### src/rtl/sja_tx_frame_if.sv
// ============================================================================
// sja_tx_frame_if : request/response bundle between the frame sequencer and
// the SJA1000 single-access bus-cycle engine.  Revision: 1.0
// ============================================================================
`default_nettype none

interface sja_tx_frame_if;
    logic [1:0] bus_wr_rd_en;
    logic [7:0] bus_addr;
    logic [7:0] bus_wdata;
    logic [7:0] bus_rdata;
    logic       bus_finish;

    modport master (
        output bus_wr_rd_en,
        output bus_addr,
        output bus_wdata,
        input  bus_rdata,
        input  bus_finish
    );

    modport slave (
        input  bus_wr_rd_en,
        input  bus_addr,
        input  bus_wdata,
        output bus_rdata,
        output bus_finish
    );
endinterface

`default_nettype wire

### src/rtl/sja_tx_frame.sv
// ============================================================================
// sja_tx_frame : PeliCAN standard-frame transmit sequencer (poll TBS, load TX
// buffer, issue TR) on top of the SJA1000 bus engine.  Revision: 1.0
// ============================================================================
`default_nettype none

module sja_tx_frame #(
    parameter int unsigned POLL_MAX = 255
) (
    input  logic                  clk,
    input  logic                  rst_n,
    input  logic                  tx_start,
    input  logic [10:0]           tx_id,
    input  logic                  tx_rtr,
    input  logic [3:0]            tx_dlc,
    input  logic [63:0]           tx_data,
    output logic                  tx_busy,
    output logic                  tx_done,
    output logic                  tx_timeout,
    sja_tx_frame_if.master        bus
);

    localparam logic [7:0] c_addr_cmd    = 8'h01;
    localparam logic [7:0] c_addr_status = 8'h02;
    localparam logic [7:0] c_addr_txbuf  = 8'h10;
    localparam logic [7:0] c_cmd_tr      = 8'h01;
    localparam logic [7:0] c_poll_max    = 8'(POLL_MAX);
    localparam logic [1:0] c_acc_none    = 2'b00;
    localparam logic [1:0] c_acc_read    = 2'b01;
    localparam logic [1:0] c_acc_write   = 2'b10;

    typedef enum logic [3:0] {
        S_IDLE    = 4'd0,
        S_POLL_RQ = 4'd1,
        S_POLL_WT = 4'd2,
        S_LOAD_RQ = 4'd3,
        S_LOAD_WT = 4'd4,
        S_CMD_RQ  = 4'd5,
        S_CMD_WT  = 4'd6,
        S_DONE    = 4'd7,
        S_FAIL    = 4'd8
    } state_t;

    state_t      state_q, state_d;
    logic [3:0]  idx_q, idx_d;
    logic [7:0]  poll_cnt_q, poll_cnt_d;
    logic [10:0] id_q, id_d;
    logic        rtr_q, rtr_d;
    logic [3:0]  dlc_q, dlc_d;
    logic [63:0] data_q, data_d;
    logic [3:0]  nbytes_q, nbytes_d;
    logic [1:0]  wr_rd_en_q, wr_rd_en_d;
    logic [7:0]  addr_q, addr_d;
    logic [7:0]  wdata_q, wdata_d;
    logic        busy_q, busy_d;
    logic        done_q, done_d;
    logic        timeout_q, timeout_d;

    // Only TBS (bit 2) of the status register matters here.
    logic unused_rdata;
    assign unused_rdata = ^{bus.bus_rdata[7:3], bus.bus_rdata[1:0]};

    // TX buffer byte for a given load index: frame info, two ID bytes, payload.
    function automatic logic [7:0] load_byte(
        input logic [3:0]  idx,
        input logic [10:0] id,
        input logic        rtr,
        input logic [3:0]  dlc,
        input logic [63:0] data
    );
        logic [7:0] b;
        b = 8'h00;
        case (idx)
            4'd0:    b = {1'b0, rtr, 2'b00, dlc};
            4'd1:    b = id[10:3];
            4'd2:    b = {id[2:0], rtr, 4'b0000};
            default: begin
                for (int i = 0; i < 8; i++) begin
                    if (idx == 4'(i + 3)) begin
                        b = data[8*(7-i) +: 8];
                    end
                end
            end
        endcase
        return b;
    endfunction

    always_comb begin
        state_d    = state_q;
        idx_d      = idx_q;
        poll_cnt_d = poll_cnt_q;
        id_d       = id_q;
        rtr_d      = rtr_q;
        dlc_d      = dlc_q;
        data_d     = data_q;
        nbytes_d   = nbytes_q;
        addr_d     = addr_q;
        wdata_d    = wdata_q;
        wr_rd_en_d = c_acc_none;

        case (state_q)
            S_IDLE: begin
                if (tx_start) begin
                    id_d       = tx_id;
                    rtr_d      = tx_rtr;
                    dlc_d      = tx_dlc;
                    data_d     = tx_data;
                    nbytes_d   = tx_rtr ? 4'd0 : ((tx_dlc > 4'd8) ? 4'd8 : tx_dlc);
                    idx_d      = 4'd0;
                    poll_cnt_d = 8'd0;
                    state_d    = S_POLL_RQ;
                end
            end
            S_POLL_RQ: state_d = S_POLL_WT;
            S_POLL_WT: begin
                if (bus.bus_finish) begin
                    poll_cnt_d = poll_cnt_q + 8'd1;
                    if (bus.bus_rdata[2]) begin
                        state_d = S_LOAD_RQ;
                    end else if (poll_cnt_d == c_poll_max) begin
                        state_d = S_FAIL;
                    end else begin
                        state_d = S_POLL_RQ;
                    end
                end
            end
            S_LOAD_RQ: state_d = S_LOAD_WT;
            S_LOAD_WT: begin
                if (bus.bus_finish) begin
                    if (idx_q == 4'd2 + nbytes_q) begin
                        state_d = S_CMD_RQ;
                    end else begin
                        idx_d   = idx_q + 4'd1;
                        state_d = S_LOAD_RQ;
                    end
                end
            end
            S_CMD_RQ:  state_d = S_CMD_WT;
            S_CMD_WT:  if (bus.bus_finish) state_d = S_DONE;
            S_DONE:    state_d = S_IDLE;
            S_FAIL:    state_d = S_IDLE;
            default:   state_d = S_IDLE;
        endcase

        // Outputs are decoded from the next state so that they are registered
        // and valid during the request cycle itself; addr/wdata then hold.
        case (state_d)
            S_POLL_RQ: begin
                wr_rd_en_d = c_acc_read;
                addr_d     = c_addr_status;
            end
            S_LOAD_RQ: begin
                wr_rd_en_d = c_acc_write;
                addr_d     = c_addr_txbuf + {4'b0000, idx_d};
                wdata_d    = load_byte(idx_d, id_q, rtr_q, dlc_q, data_q);
            end
            S_CMD_RQ: begin
                wr_rd_en_d = c_acc_write;
                addr_d     = c_addr_cmd;
                wdata_d    = c_cmd_tr;
            end
            default: ;
        endcase

        busy_d    = (state_d != S_IDLE);
        done_d    = (state_d == S_DONE);
        timeout_d = (state_d == S_FAIL);
    end

    always_ff @(posedge clk or negedge rst_n) begin
        if (!rst_n) begin
            state_q    <= S_IDLE;
            idx_q      <= 4'd0;
            poll_cnt_q <= 8'd0;
            id_q       <= 11'd0;
            rtr_q      <= 1'b0;
            dlc_q      <= 4'd0;
            data_q     <= 64'd0;
            nbytes_q   <= 4'd0;
            wr_rd_en_q <= c_acc_none;
            addr_q     <= 8'h00;
            wdata_q    <= 8'h00;
            busy_q     <= 1'b0;
            done_q     <= 1'b0;
            timeout_q  <= 1'b0;
        end else begin
            state_q    <= state_d;
            idx_q      <= idx_d;
            poll_cnt_q <= poll_cnt_d;
            id_q       <= id_d;
            rtr_q      <= rtr_d;
            dlc_q      <= dlc_d;
            data_q     <= data_d;
            nbytes_q   <= nbytes_d;
            wr_rd_en_q <= wr_rd_en_d;
            addr_q     <= addr_d;
            wdata_q    <= wdata_d;
            busy_q     <= busy_d;
            done_q     <= done_d;
            timeout_q  <= timeout_d;
        end
    end

    assign bus.bus_wr_rd_en = wr_rd_en_q;
    assign bus.bus_addr     = addr_q;
    assign bus.bus_wdata    = wdata_q;
    assign tx_busy          = busy_q;
    assign tx_done          = done_q;
    assign tx_timeout       = timeout_q;

endmodule

`default_nettype wire

### src/flat_wrapper.sv
// flat-port wrapper written by rule: the top's interface ports become plain ports
module sja_tx_frame_flat 
#(
    parameter int unsigned POLL_MAX = 255
)
  (clk, rst_n, tx_start, tx_id, tx_rtr, tx_dlc, tx_data, tx_busy, tx_done, tx_timeout, bus_bus_wr_rd_en, bus_bus_addr, bus_bus_wdata, bus_bus_rdata, bus_bus_finish);
  sja_tx_frame_if bus_i ();
  input  logic clk;
  input  logic rst_n;
  input  logic tx_start;
  input  logic [10:0] tx_id;
  input  logic tx_rtr;
  input  logic [3:0] tx_dlc;
  input  logic [63:0] tx_data;
  output logic tx_busy;
  output logic tx_done;
  output logic tx_timeout;
  output wire logic [$bits(bus_i.bus_wr_rd_en)-1:0] bus_bus_wr_rd_en;
  output wire logic [$bits(bus_i.bus_addr)-1:0] bus_bus_addr;
  output wire logic [$bits(bus_i.bus_wdata)-1:0] bus_bus_wdata;
  input wire logic [$bits(bus_i.bus_rdata)-1:0] bus_bus_rdata;
  input wire logic [$bits(bus_i.bus_finish)-1:0] bus_bus_finish;
  assign bus_bus_wr_rd_en = bus_i.bus_wr_rd_en;
  assign bus_bus_addr = bus_i.bus_addr;
  assign bus_bus_wdata = bus_i.bus_wdata;
  assign bus_i.bus_rdata = bus_bus_rdata;
  assign bus_i.bus_finish = bus_bus_finish;
  sja_tx_frame #(.POLL_MAX(POLL_MAX)) u_core (.clk(clk), .rst_n(rst_n), .tx_start(tx_start), .tx_id(tx_id), .tx_rtr(tx_rtr), .tx_dlc(tx_dlc), .tx_data(tx_data), .tx_busy(tx_busy), .tx_done(tx_done), .tx_timeout(tx_timeout), .bus(bus_i));
endmodule
### config.mk
export PLATFORM = sky130hd
export DESIGN_NAME = sja_tx_frame_flat
export DESIGN_NICKNAME = d
export VERILOG_FILES = /design/src/rtl/sja_tx_frame_if.sv /design/src/rtl/sja_tx_frame.sv /design/src/flat_wrapper.sv
export SDC_FILE = /design/constraint.sdc
export NUM_CORES = 1
export LEC_CHECK = 0
export BUFFER_PORTS_ARGS = -buffer_cell sky130_fd_sc_hd__clkbuf_2
export CORE_MARGIN = 3
export CORE_UTILIZATION = 55
export DETAILED_ROUTE_END_ITERATION = 6
export GPL_TIMING_DRIVEN = 0
export PLACE_DENSITY = 0.8
export RECOVER_POWER = 50
export SYNTH_ARGS = -nofsm -noshare
export SYNTH_HDL_FRONTEND = slang
export SYNTH_SLANG_ARGS = --single-unit
### constraint.sdc
create_clock -name clk -period 3.99 [get_ports clk]
set_input_delay 0.1995 -clock clk [delete_from_list [all_inputs] [get_ports clk]]
set_output_delay 0.1995 -clock clk [all_outputs]
set_load 0.01 [all_outputs]
; ---- Word level (Yosys, flattened, before mapping)
; Cells that the tools add are included.
[word_totals]
ff_bits = 121
output_inout_bits = 21
inputBits = 92
wordCells = 82
[classes]
addsub = 4
eq_ne = 25
muxes = 29
n_reduce_logical = 9
n_lt_le_gt_ge = 1
[ops]
columns = op, count
row1 = $mux W8, 10
row2 = $pmux W8 S3, 2
row3 = $mux W4, 11
row4 = $eq A4 B3 Y1 const B, 9
row5 = $pmux W8 S2, 2
row6 = $pmux W4 S7, 1
row7 = $eq A4 B2 Y1 const B, 5
row8 = $eq A4 B4 Y1 const B, 4
row9 = $eq A4 B1 Y1 const B, 3
row10 = $add A8 B1 Y8 const B, 1
row11 = $eq A8 B8 Y1 const B, 1
row12 = $logic_not A4 Y1, 2
row13 = $pmux W4 S2, 1
row14 = $add A5 B4 Y6 const A, 1
row15 = $add A2 B4 Y4 const A, 1
row16 = $add A4 B1 Y4 const B, 1
row17 = $eq A4 B4 Y1, 1
row18 = $gt A4 B4 Y1 const B, 1
row19 = $ne A2 B2 Y1 const B, 2
row20 = $pmux W2 S2, 1
row21 = $reduce_bool A2 Y1, 2
row22 = $reduce_bool A4 Y1, 1
row23 = $mux W3, 1
row24 = $reduce_and A3 Y1, 1
row25 = other kinds (3), 3

; ---- Longest topological paths before layout
[depth]
ltp_word = 16
depth_mapped = 12
ltp_nobuf = 10

; ---- Worst setup path before layout
; Ideal clock, no wire load.
[synth_timing]
path_kind = reg-to-reg
from = reg u_core.nbytes_q[1]
to = reg u_core.wdata_q[5], in the netlist u_core.bus.bus_wdata[5]
period_less_slack_ns = 2.851
required_time_ns = 3.864
setup_time_ns = 0.126
t_arrival_ns = 2.725
setup_slack_ns = 1.139
path_stages_with_launch = 12
n_path_buf = 2
path_cell_list = dfrtp_1 -> ha_1 -> xnor3_1 -> a41oi_2 -> buf_4 -> a21oi_2 -> a22o_1 -> buf_6 -> a222oi_1 -> nor2_1 -> a211o_1 -> a221o_1
[synth_via]
elab_chain_len = 16
elab_cells_between_ends = 32
cone_classes = add/sub: 1 / eq/ne: 13 / mux: 16 / reduce/logical: 2
[synth_lines]
columns = element, line
row1 = from (decl), sja_tx_frame.sv:51  ; logic [3:0] nbytes_q, nbytes_d;
row2 = from (signal assigned), sja_tx_frame.sv:194  ; nbytes_q <= nbytes_d;
row3 = $add A2 B4 Y4 *, sja_tx_frame.sv:130  ; if (idx_q == 4'd2 + nbytes_q) begin
row4 = $eq A4 B4 Y1 *, sja_tx_frame.sv:130
row5 = $mux W4, sja_tx_frame.sv:130
row6 = $mux W4, sja_tx_frame.sv:129  ; if (bus.bus_finish) begin
row7 = $pmux W4 S2, sja_tx_frame.sv:101  ; case (state_q)
row8 = $eq A4 B2 Y1, sja_tx_frame.sv:79  ; if (idx == 4'(i + 3)) begin
row9 = $mux W8 (8 in series), sja_tx_frame.sv:79
row10 = $pmux W8 S3, sja_tx_frame.sv:73  ; case (idx)
row11 = $pmux W8 S2, sja_tx_frame.sv:147  ; case (state_d)
row12 = to (signal assigned), sja_tx_frame.sv:197  ; wdata_q <= wdata_d;
row13 = to (decl), sja_tx_frame.sv:54  ; logic [7:0] wdata_q, wdata_d;
; Mark *: on every way between the ends. The rest lies on a longest branch, timed or not.
; A chain may end at the register's enable or synchronous reset.

; ---- Worst setup path after layout
[layout_timing]
from = reg u_core.nbytes_q[1]
to = reg u_core.wdata_q[7], in the netlist u_core.bus.bus_wdata[7]
; The elaborated chain is that of the path after synthesis.

==> impl_metrics.toml <==
[yosys]
synth_area_per_cell_sq_um = 8.68
yosysWarnings = 0
synth_top_area_share_pct = 52.6
ys_seq_area_share_pct = 52.6
synth.largest_area_cell = "dfrtp_1"
async_flop_share_pct = 100
syn_inst = 647
synth-main-ff-cell = "dfrtp_1"
ys_ff_latch = 118
syn-cell-area_sq_um = 5610
ys_types = 63
synthTopCellsByArea = "dfrtp_1, nand2_1, o21ai_0, nand3_1, clkbuf_1"
synth_edf_count = 0

[floorplanning]
chipWidth_um = 107
ioPinCount = 113
start_util_pct = 56.9
die_height_um = 107
num_rows = 36
fp.coreArea_sq_um = 9860
dieArea_sq_um = 11500

[worst_setup_path]
reg2reg_setup_slack_ns = 0.58
endpoint_kind = "flop"
required_ns = 4.40
arrival_ns = 3.82
r2r_start = "u_core.nbytes_q[1]"
crit_type = "flop to flop"
worstPathMaxFanout = 10
r2r-end = "u_core.bus.bus_wdata[7]"
reg2reg_depth = 11
startpoint_type = "flop"

[global_route]
antenna_found_initial = 0
grt_max_degree = 119
grt_pass1_wl_um = 29000
track_usage_pct = 33.2
grt_pass1_vias = 5833
gr-total-overflow = 0

[route]
first_pass_iters = 6
ant_nets = 0
wl_um = 18300
wire_per_inst_um = 18.3
num_vias = 5809
vias_per_cell = 5.82
drc_errors = 0
first_iter_violations = 634

[finish]
multiInputGateArea_sq_um = 2450
fillers = 644
final_cell_mix = "nand2_1, dfrtp_1, clkbuf_2"
area_growth_pct = 36.2
fin_cells = 998
n_antenna_cell = 0
nets = 948
final_common_cell = "nand2_1"
seq_area_sq_um = 2950
drive_above_1_share_pct = 16.0

[sta]
relSlewSlack_pct = -92.4
worst_pin_slew_ns = 2.89
rsz0062_at_grt = "no"
setup_viol = 0
hold_violations = 0
slew_violations = 119
post-route-period-util_pct = 85.5
finClkSkew_ns = 0.0123
finalCriticalPeriod_ns = 3.41
setup_tns_ns = 0
layout_setup_ws_ns = 0.579
whs_ns = 0.202
timing.fmax_mhz = 293

[pwr]
ir_drop_mv = 0.466
p_leak_uw = 0.00388
power.density_nw_per_um2 = 687

[place]
dp_hpwl_um = 11300
dp.cells = 884
globalplace.congestion = 0.907
pre_cts_slack_ns = 0.665
io_buffers = 102

[worst_hold_path]
whs_path_depth = 4
hp-start = "bus_bus_rdata[2]"
hold_path_class = "primary input to flop"
hold_end = "u_core.tx_timeout"

[clock_tree]
clock_latency_ns = 0.53
cts_resized = 0
postCtsHoldBufs = 82
htreeDepth = 4
root_buffer = "clkbuf_8"
post_cts_buffers = 0
clkTransAtPathRegs_ns = 0.06
clk_path_buf_depth = 2
cts_tree = "yes"
cts_made_buffers = 17
cts.sinks = 118

[job]
drv_cap = 1

[outcome]
violations = "capacitance limit, slew limit"
status = "finished, violations left"
==> metrics by stage <==
step                area (sq um)  power [uW]  util [%]
floorplan                   5620        3080         -
global placement            6300        3600      63.8
detailed placement          6310        3680      63.9
CTS                         7670        5170      77.7
global route                7650        5550      77.5
finish                      7650        5250      77.5
==> worst max-delay path, stage by stage, from the launching register on <==
cell and delay (ns):
dfrtp_1 0.40, ha_1 0.21, xnor3_1 0.38, a41oi_2 0.20
and2_1 0.21, clkbuf_1 0.16, o31ai_1 0.59, clkbuf_1 0.42
nor3_2 0.20, a21oi_1 0.18, nor3_1 0.06, a221o_1 0.28
==> synth_stat cells (all sizes together) (5+ instances only) <==
| library cell | n |
|---|---|
| clkbuf | 23 |
| nor4 | 6 |
| and3 | 9 |
| nand3 | 18 |
| nand2 | 281 |
| a22oi | 7 |
| nand4 | 5 |
| a21oi | 18 |
| o22ai | 6 |
| nor3 | 5 |
| inv | 12 |
| a222oi | 6 |
| nor2 | 14 |
| buf | 14 |
| a221o | 5 |
| o21ai | 28 |
| dfrtp | 118 |
==> layer usage <==
layer  vias up  GRT usage, %  share of wire [%]
met5         -             0                  0
met4         0          17.0                4.4
met3        85          9.63                9.0
met2       371          54.2                 49
met1      2745          40.0                 38
li1       2608             -                  -
==> where the power goes <==
part,internal (uW),switching [uW]
registers,1690,368
clock network,891,518
logic,649,1140
total,3230,2020
==> registers in the layout, summed over array words and instances, names as in the netlist, 2 cells and up <==
register,cells
u_core.id_q,11
u_core.nbytes_q,4
u_core.bus.bus_wr_rd_en,2
u_core.state_q,4
u_core.bus.bus_addr,5
u_core.dlc_q,4
u_core.idx_q,4
u_core.data_q,64
u_core.poll_cnt_q,8
u_core.bus.bus_wdata,8
==> layout make-up <==
type                    count  share of cell area, %
plain buffers              37                   2.27
clock buffers              29                   6.53
clock inverters             3                  0.524
inverters                  12                  0.589
multi-input cells         482                   32.0
flip-flops and latches    118                   38.6
well taps                 133                   2.18
repair buffers            184                   17.3
==> worst max-delay path by stage <==
stage	start	to	depth (start not counted)
global placement	u_core.nbytes_q[1]	u_core.bus.bus_wdata[5]	11
finish	u_core.nbytes_q[1]	u_core.bus.bus_wdata[7]	11
global route	u_core.nbytes_q[1]	u_core.bus.bus_wdata[5]	11
floorplan	u_core.nbytes_q[1]	u_core.bus.bus_wdata[5]	11
CTS	u_core.nbytes_q[1]	u_core.bus.bus_wdata[4]	11
detailed placement	u_core.nbytes_q[1]	u_core.bus.bus_wdata[4]	11
==> cells by family (layout without fill, tap and decap cells) <==
kind of cell	after synthesis	after routing	synth area share, %
adders and majority gates	4	4	0.892
DFF	118	118	52.6
buffers and inverters	49	265	3.90
other	1	3	0.0668
muxes	2	2	0.468
and+or+nand+nor	356	356	26.4
AOI/OAI and AO/OA	109	109	14.2
xor gates and xnor gates	8	8	1.49
Note: power is estimated with default switching activity, not from simulation.
